[src/rtl/rng_seed_collector.sv]
// Purpose : samples the 32-bit random word bus every SAMPLE_DIV clocks and packs N_WORDS samples into one seed,
//           with a continuous repetition-count health test on every captured sample.
// Latency : seed_valid rises N_WORDS*SAMPLE_DIV edges after IDLE samples enable=1.
// Backpr. : a finished seed is held stable with seed_valid=1 until seed_ready; no sampling happens meanwhile.
//
// Ports:
//   clk, rst            clock and synchronous active-high reset
//   enable              level request for seed collection
//   rng_word[31:0]      random generator output
//   seed_ready          consumer accepts the presented seed
//   clear_fail          acknowledge a health failure (only honoured in FAIL)
//   seed[32*N_WORDS-1:0] assembled seed, sample i in bits [32i+31:32i]
//   seed_valid          seed complete and stable
//   busy                collection in progress
//   health_fail         sticky repetition-test failure
module rng_seed_collector #(
  parameter int N_WORDS    = 4,
  parameter int SAMPLE_DIV = 8,
  parameter int REP_LIMIT  = 3
) (
  input  logic                   clk,
  input  logic                   rst,
  input  logic                   enable,
  input  logic [31:0]            rng_word,
  input  logic                   seed_ready,
  input  logic                   clear_fail,
  output logic [32*N_WORDS-1:0]  seed,
  output logic                   seed_valid,
  output logic                   busy,
  output logic                   health_fail
);

  localparam int DCW = (SAMPLE_DIV > 1) ? $clog2(SAMPLE_DIV) : 1;
  localparam int WCW = (N_WORDS > 1) ? $clog2(N_WORDS) : 1;
  localparam int RCW = $clog2(REP_LIMIT + 1);

  typedef enum logic [1:0] {
    S_IDLE    = 2'd0,
    S_COLLECT = 2'd1,
    S_VALID   = 2'd2,
    S_FAIL    = 2'd3
  } state_e;

  state_e                 state_q, state_d;
  logic [DCW-1:0]         div_cnt_q, div_cnt_d;
  logic [WCW-1:0]         word_cnt_q, word_cnt_d;
  logic [RCW-1:0]         rep_cnt_q, rep_cnt_d;
  logic [31:0]            prev_q, prev_d;
  logic                   prev_valid_q, prev_valid_d;
  logic [32*N_WORDS-1:0]  seed_q, seed_d;

  logic                   sample_edge;
  logic                   rep_trip;
  logic                   last_word;

  // State and datapath registers
  always_ff @(posedge clk) begin
    if (rst) begin
      state_q      <= S_IDLE;
      div_cnt_q    <= '0;
      word_cnt_q   <= '0;
      rep_cnt_q    <= '0;
      prev_q       <= '0;
      prev_valid_q <= 1'b0;
      seed_q       <= '0;
    end else begin
      state_q      <= state_d;
      div_cnt_q    <= div_cnt_d;
      word_cnt_q   <= word_cnt_d;
      rep_cnt_q    <= rep_cnt_d;
      prev_q       <= prev_d;
      prev_valid_q <= prev_valid_d;
      seed_q       <= seed_d;
    end
  end

  // Next-state and datapath update
  always_comb begin
    state_d      = state_q;
    div_cnt_d    = div_cnt_q;
    word_cnt_d   = word_cnt_q;
    rep_cnt_d    = rep_cnt_q;
    prev_d       = prev_q;
    prev_valid_d = prev_valid_q;
    seed_d       = seed_q;
    sample_edge  = 1'b0;
    rep_trip     = 1'b0;
    last_word    = 1'b0;

    case (state_q)
      S_IDLE: begin
        if (enable) begin
          state_d    = S_COLLECT;
          div_cnt_d  = '0;
          word_cnt_d = '0;
          seed_d     = '0;
        end
      end

      S_COLLECT: begin
        sample_edge = (div_cnt_q == DCW'(SAMPLE_DIV - 1));
        last_word   = (word_cnt_q == WCW'(N_WORDS - 1));
        div_cnt_d   = sample_edge ? '0 : div_cnt_q + DCW'(1);

        // Capture and health test run on the sample edge even if enable
        // drops in the same cycle, so a failure there is never missed.
        if (sample_edge) begin
          for (int i = 0; i < N_WORDS; i++) begin
            if (WCW'(i) == word_cnt_q) begin
              seed_d[32*i +: 32] = rng_word;
            end
          end
          word_cnt_d   = word_cnt_q + WCW'(1);
          rep_cnt_d    = (prev_valid_q && (rng_word == prev_q)) ? rep_cnt_q + RCW'(1) : RCW'(1);
          prev_d       = rng_word;
          prev_valid_d = 1'b1;
          rep_trip     = (rep_cnt_d == RCW'(REP_LIMIT));
        end

        // Failure beats both the enable drop and seed completion.
        if (rep_trip) begin
          state_d = S_FAIL;
          seed_d  = '0;
        end else if (!enable) begin
          state_d = S_IDLE;
          seed_d  = '0;
        end else if (sample_edge && last_word) begin
          state_d = S_VALID;
        end
      end

      S_VALID: begin
        if (seed_ready) begin
          seed_d     = '0;
          div_cnt_d  = '0;
          word_cnt_d = '0;
          state_d    = enable ? S_COLLECT : S_IDLE;
        end
      end

      S_FAIL: begin
        if (clear_fail) begin
          state_d      = S_IDLE;
          rep_cnt_d    = '0;
          prev_valid_d = 1'b0;
        end
      end

      default: state_d = S_IDLE;
    endcase
  end

  // Outputs are decoded from the registered state only
  always_comb begin
    seed        = seed_q;
    busy        = (state_q == S_COLLECT);
    seed_valid  = (state_q == S_VALID);
    health_fail = (state_q == S_FAIL);
  end

endmodule

[config.mk]
export PLATFORM = sky130hd
export DESIGN_NAME = rng_seed_collector
export DESIGN_NICKNAME = d
export VERILOG_FILES = /design/src/rtl/rng_seed_collector.sv
export SDC_FILE = /design/constraint.sdc
export NUM_CORES = 1
export LEC_CHECK = 0
export CAP_MARGIN = 20
export CORE_ASPECT_RATIO = 2
export CORE_MARGIN = 5
export CORE_UTILIZATION = 53
export DETAILED_ROUTE_END_ITERATION = 8
export GPL_TIMING_DRIVEN = 0
export HOLD_SLACK_MARGIN = 0.02
export PLACE_DENSITY = 0.92
export SYNTH_ARGS = -nofsm -noshare
export SYNTH_HDL_FRONTEND = slang
export SYNTH_SLANG_ARGS = --single-unit
export TNS_END_PERCENT = 100
[constraint.sdc]
create_clock -name clk -period 7.2 [get_ports clk]
set_clock_uncertainty 0.2 [all_clocks]
set_input_delay 1.8 -clock clk [delete_from_list [all_inputs] [get_ports clk]]
set_output_delay 1.8 -clock clk [all_outputs]
set_load 0.02 [all_outputs]
==> impl_results.md, run 1 <==
* Startpoint Class: input port
* Yosys warns at 0
* CTS tree: built
* Worst vdd ir at 281 uV
* H-Tree Depth at 4
* CP max-delay cell: clkdlybuf4s50_1
* Cell area after synthesis at 6780 sq um
* Initial antenna violation count at 0
* WS Path Type: in -> reg
* Cell variety after synth at 45
* Compound-Gate Fraction of Synth Area at 0.247
* Type of the tightest min-delay check: reg -> reg
* Skew-Pair Late Insertion Delay at 0.43 ns
* Post-CTS setup buffer count at 0
* Via count at 6724
* Vias per cell at 6.33
* Gp weighted congestion at 0.997
* Antenna diodes at 0
* Synth Area in Simple Gates at 0.145
* Net count after synthesis at 758
* Largest net degree at the start of global routing at 20
* Final non-filler cell total at 1063
* Fraction of synthesized area in multiplexers at 0.00148
* Total track usage at 0.303
* Dpl cells at 1031
* Post-Synth XOR/XNOR Area at 0.0445
* Setup_tns at 0 ns
* IO Pins at 168
* Slew Limit Headroom at 0.568
* Critical path cell sequence: clkdlybuf4s50_1, xnor2_2, nand4_1, or4_4, o41a_4, nand2_1, clkbuf_2, o21ai_0
* Register area share after synthesis at 0.502
* RSZ-0062 raised after global routing: no
* Slew Viols, Final at 0
* Die area at 15300 sq um
* Tcrit/Tclk final at 0.639
* Total CTS buffers at 17
* Worst EP arrival at 4.71 ns
* Grt met1 use at 0.315
* Synth Area in Adders at 0.0111
* Initial Util at 0.540
* Cell taking the most area after synthesis: dfxtp_1
* Least-Margin Pin Slew at 0.648 ns
* I/O Buffers at 166
* Top cells by area, synth: dfxtp_1 50%, o2bb2ai_1 12%, nand2_1 7.8%
* Status: complete, no violations
* Final hold violations at 0
* Detail Placement HPWL at 16400 um
* Root Buffer: clkbuf_16
* # nets final at 943
* Worst stage delay on the critical path at 0.58 ns
* Cell Pwr Density at 224 nW/um^2
* Share of post-route cells with drive strength above 1 at 0.0723
* Area Overhead vs Synth at 36.2%
* Post-synth ARST share at 0
* Cts hold-fix bufs at 0
* Router iterations before antenna repair at 5
* CTS Buffer Depth at 2
* CTS sink count at 170
* Iteration-0 DRC Markers at 590
* CP required at 7.30 ns
* Grt ovf at 0
* FMAX at 217 MHz
* End-of-flow core utilization at 0.736
* WL final at 23800 um
* Worst-path clk slew at 0.07 ns
* Die height at 170 um
* Multi-input logic area at 3040 sq um
* Chip width at 90.0 um
* Leakage at 2.99 nW
* Met2 usage in global routing at 0.526
* Mapped Cells at 715
* Ys flop type: dfxtp_1
* Wire per inst at 22.4 um
* Filler cells at 842
* Minimum clock period at 4.60 ns
* Largest family of logic cells by synthesized area: compound AO/OA/AOI/OAI gates
* Post-route DRC at 0
* CORE AREA at 12600 sq um
* Post-synth EDFFs at 0
* CP Buf/Inv Count at 2
* Crit path max fanout at 10
* Vias in the first global route at 6876
* Syn_area_per_cell at 9.48 sq um
* Top delay family on crit path: simple AND/OR/NAND/NOR gates
* CP endpoint kind: flop
* Global-route wire length before repair at 37000 um
* Yosys top cell area share at 0.502
* Register area at 3400 sq um
* Gr busiest metal: met2
* Max Cap Violations at 0
* Flip-flop and latch count after synthesis at 170
* Post-DRT Antenna Nets at 0
* Post-CTS Resized at 0
* Met3 Track Usage GR at 0.0739
* Final setup fails at 0
* Cell Rows at 58
==> registers in the layout (all words and copies together) (netlist names) <==
signal        cells
div_cnt_q         3
word_cnt_q        2
seed            128
prev_valid_q      1
prev_q           32
state_q           2
rep_cnt_q         2
==> report_power, final <==
part / total [W] / switching [W] / leakage [nW] / internal, W
logic: 0.000194 / 0.000127 / 1.33 / 0.0000668
registers: 0.000949 / 0.00000423 / 1.37 / 0.000945
clock network: 0.000922 / 0.000453 / 0.291 / 0.000470
==> routing by layer <==
metal	share of wire	up-vias	wire (um)
met5	0	-	0
met4	0.076	0	1810
met3	0.071	115	1690
met2	0.50	411	12000
met1	0.35	3200	8310
li1	-	2998	-
==> cell usage after synthesis (all sizes together) (3+ instances only) <==
library cell / n
nor2b: 3
nor3: 36
a21oi: 41
xnor2: 30
nor2: 8
dfxtp: 170
nand4: 14
ha: 6
nand2: 141
a32oi: 32
nand3: 4
clkbuf: 38
o21ai: 33
inv: 10
buf: 19
o2bb2ai: 96
and2: 3
a31o: 4
nand2b: 5
==> cell families after synthesis <==
group,count (synthesis)
buf+inv,67
simple gates,221
compound gates,219
mux,1
fa+ha+maj,6
xor+xnor,31
flops,170
==> worst reg2reg max path: cells and delay by family (launching register included) <==
family	cells	cell delay, ns
compound gates	2	0.70
xor+xnor	1	0.42
buf+inv	1	0.29
flops	1	0.33
simple gates	3	0.98
==> layout by cell type (no fill, tap or decap), types with 8 or more instances in the layout <==
cell type          n
dfxtp_1          170
clkdlybuf4s50_1  166
nand2_1          141
o2bb2ai_1         95
a21oi_1           41
nor3_1            36
clkbuf_1          35
o21ai_0           33
a32oi_1           32
xnor2_1           26
clkbuf_16         17
nand4_1           14
inv_1              9
buf_6              9
buf_2              9
nor2_1             8
==> layout make-up <==
| type | instances | area share |
|---|---|---|
| buffer | 57 | 0.0321 |
| clock buffer | 17 | 0.0461 |
| clock inverter | 15 | 0.0198 |
| inverter | 10 | 0.00406 |
| multi-input combinational | 478 | 0.329 |
| sequential | 170 | 0.368 |
| tap | 150 | 0.0203 |
| timing repair buffer | 166 | 0.180 |
==> stage by stage <==
stage               total power, W  hold WS, ns  setup slack, ns  instance area [sq um]
global route               0.00211        0.278             2.48                   9240
detailed placement         0.00116        0.245             2.29                   8630
global placement           0.00116        0.244             2.35                   8630
floorplan                  0.00108        0.245             3.25                   6780
CTS                        0.00206        0.266             2.69                   9240
finish                     0.00207        0.263             2.60                   9240
==> worst paths after layout <==
check | from | to | slack [ns] | depth (start not counted)
worst max-delay path | rng_word[13] | seed[101]$_SDFFE_PP0P_ | 2.60 | 8
worst min-delay path | seed[6]$_SDFFE_PP0P_ | seed[6]$_SDFFE_PP0P_ | 0.26 | 1
worst max register to register | prev_q[8]$_SDFFE_PP0P_ | seed[101]$_SDFFE_PP0P_ | 4.15 | 7
worst min register to register | seed[6]$_SDFFE_PP0P_ | seed[6]$_SDFFE_PP0P_ | 0.26 | 1
Note: power is estimated with default switching activity, not from simulation.
==> inputs of run 2 (changes only) <==
--- a/config.mk
+++ b/config.mk
@@ -8,11 +8,11 @@
 export CAP_MARGIN = 20
 export CORE_ASPECT_RATIO = 2
 export CORE_MARGIN = 5
-export CORE_UTILIZATION = 53
+export CORE_UTILIZATION = 44
 export DETAILED_ROUTE_END_ITERATION = 8
 export GPL_TIMING_DRIVEN = 0
 export HOLD_SLACK_MARGIN = 0.02
-export PLACE_DENSITY = 0.92
+export PLACE_DENSITY = 0.82
 export SYNTH_ARGS = -nofsm -noshare
 export SYNTH_HDL_FRONTEND = slang
 export SYNTH_SLANG_ARGS = --single-unit
==> constraint.sdc (replaced) <==
create_clock -name clk -period 4.15 [get_ports clk]
set_clock_uncertainty 0.2 [all_clocks]
set_input_delay 1.0375 -clock clk [delete_from_list [all_inputs] [get_ports clk]]
set_output_delay 1.0375 -clock clk [all_outputs]
set_load 0.02 [all_outputs]
==> impl_results.md, run 2 (synthesis results as in run 1) <==
* Status: complete, no violations
* Least-Margin Pin Slew at 0.719 ns
* Share of post-route cells with drive strength above 1 at 0.0712
* Die area at 18100 sq um
* CTS Buffer Depth at 2
* Top delay family on crit path: simple AND/OR/NAND/NOR gates
* Wire per inst at 20.7 um
* Setup_tns at 0 ns
* Total CTS buffers at 17
* Tcrit/Tclk final at 0.917
* Critical path cell sequence: clkdlybuf4s50_1, xnor2_1, nand4_1, or4_4, o41a_4, nand2_1, clkbuf_2, o21ai_0
* Worst Setup SP: rng_word[10]
* Global-route wire length before repair at 34700 um
* Antenna diodes at 0
* Initial antenna violation count at 0
* Final non-filler cell total at 1111
* Hold Crit Start: seed[90]$_SDFFE_PP0P_
* Worst EP arrival at 3.91 ns
* Final instance area at 9260 sq um
* Vias in the first global route at 6373
* Post-DRT Antenna Nets at 0
* Multi-input logic area at 3040 sq um
* Via count at 6420
* IO Pins at 168
* Slew Limit Headroom at 0.521
* Iteration-0 DRC Markers at 439
* Chip width at 97.8 um
* Worst stage delay on the critical path at 0.56 ns
* CP Buf/Inv Count at 2
* Largest register FFs at 128
* Max Cap Violations at 0
* Reg2Reg Launch Point: prev_q[10]$_SDFFE_PP0P_
* Cts hold-fix bufs at 0
* Type of the tightest min-delay check: reg -> reg
* CP required at 4.26 ns
* Startpoint Class: input port
* # nets final at 943
* I/O Buffers at 166
* Area Overhead vs Synth at 36.7%
* Initial Util at 0.446
* Area of placed instances at 8690 sq um
* Largest net degree at the start of global routing at 18
* Die height at 186 um
* Gp weighted congestion at 1.00
* Final hold violations at 0
* CP max-delay cell: o41a_4
* Commonest non-fill, non-tap cell in the layout: dfxtp_1
* Leakage at 2.97 nW
* WL final at 23000 um
* H-Tree Depth at 4
* Register area at 3400 sq um
* Slew Viols, Final at 0
* Minimum clock period at 3.81 ns
* CP endpoint kind: flop
* CTS sink count at 170
* Total track usage at 0.245
* Dpl cells at 1079
* Root Buffer: clkbuf_16
* Filler cells at 1356
* Detail Placement HPWL at 16900 um
* Commonest cells after routing, fill and taps aside: 170 x dfxtp_1, 166 x clkdlybuf4s50_1, 141 x nand2_1
* Post-CTS setup buffer count at 0
* Vias per cell at 5.78
* Worst-path clk slew at 0.07 ns
* Crit path max fanout at 10
* FMAX at 263 MHz
* Grt ovf at 0
* Post-CTS Resized at 0
* Cell Pwr Density at 380 nW/um^2
* Hold Worst Slack at 0.266 ns
* CTS tree: built
* Power Total at 0.00352 W
* Skew-Pair Late Insertion Delay at 0.43 ns
* WS Path Type: in -> reg
* Post-route DRC at 0
* CORE AREA at 15200 sq um
* RSZ-0062 raised after global routing: no
* Final setup fails at 0
* Cell Rows at 64
* Worst vdd ir at 311 uV
* Router iterations before antenna repair at 5
==> run 2: cell type report <==
type / instances / area share
Sequential cell: 170 / 0.367
Buffer: 57 / 0.0320
Clock buffer: 19 / 0.0478
Timing Repair Buffer: 166 / 0.179
Inverter: 10 / 0.00405
Multi-Input combinational cell: 478 / 0.328
Tap cell: 198 / 0.0267
Clock inverter: 13 / 0.0143
==> run 2: worst register-to-register path: cells and delay by family, from the launching register on <==
family	cells	cell delay, ns
flops	1	0.33
simple gates	3	0.99
buf+inv	1	0.29
xor+xnor	1	0.44
compound gates	2	0.68
==> run 2: where the power goes <==
group          internal (W)  switching [W]  total (W)
logic              0.000116       0.000219   0.000335
clock network      0.000812       0.000724    0.00154
registers           0.00164     0.00000714    0.00165
total               0.00257       0.000950    0.00352
==> run 2: per-layer routing <==
| layer | routed length (um) | share of wire | up-vias | GRT usage |
|---|---|---|---|---|
| li1 | - | - | 2991 | - |
| met1 | 8540 | 0.37 | 3065 | 0.261 |
| met2 | 11600 | 0.51 | 275 | 0.431 |
| met3 | 1200 | 0.052 | 89 | 0.0495 |
| met4 | 1640 | 0.071 | 0 | 0.173 |
| met5 | 0 | 0 | - | 0 |
==> run 2: final timing paths <==
check | to | slack (ns) | cells after the start
worst max-delay path | seed[107]$_SDFFE_PP0P_ | 0.34 | 8
worst min-delay path | seed[90]$_SDFFE_PP0P_ | 0.27 | 1
worst max register to register | seed[107]$_SDFFE_PP0P_ | 1.10 | 7
worst min register to register | seed[90]$_SDFFE_PP0P_ | 0.27 | 1
==> run 2: through the flow <==
stage / worst slack, ns / utilization
after floorplan: 0.959 / -
after global placement: 0.0337 / 0.571
after detailed placement: 0.0150 / 0.571
after CTS: 0.444 / 0.609
after global routing: 0.257 / 0.609
final: 0.343 / 0.609
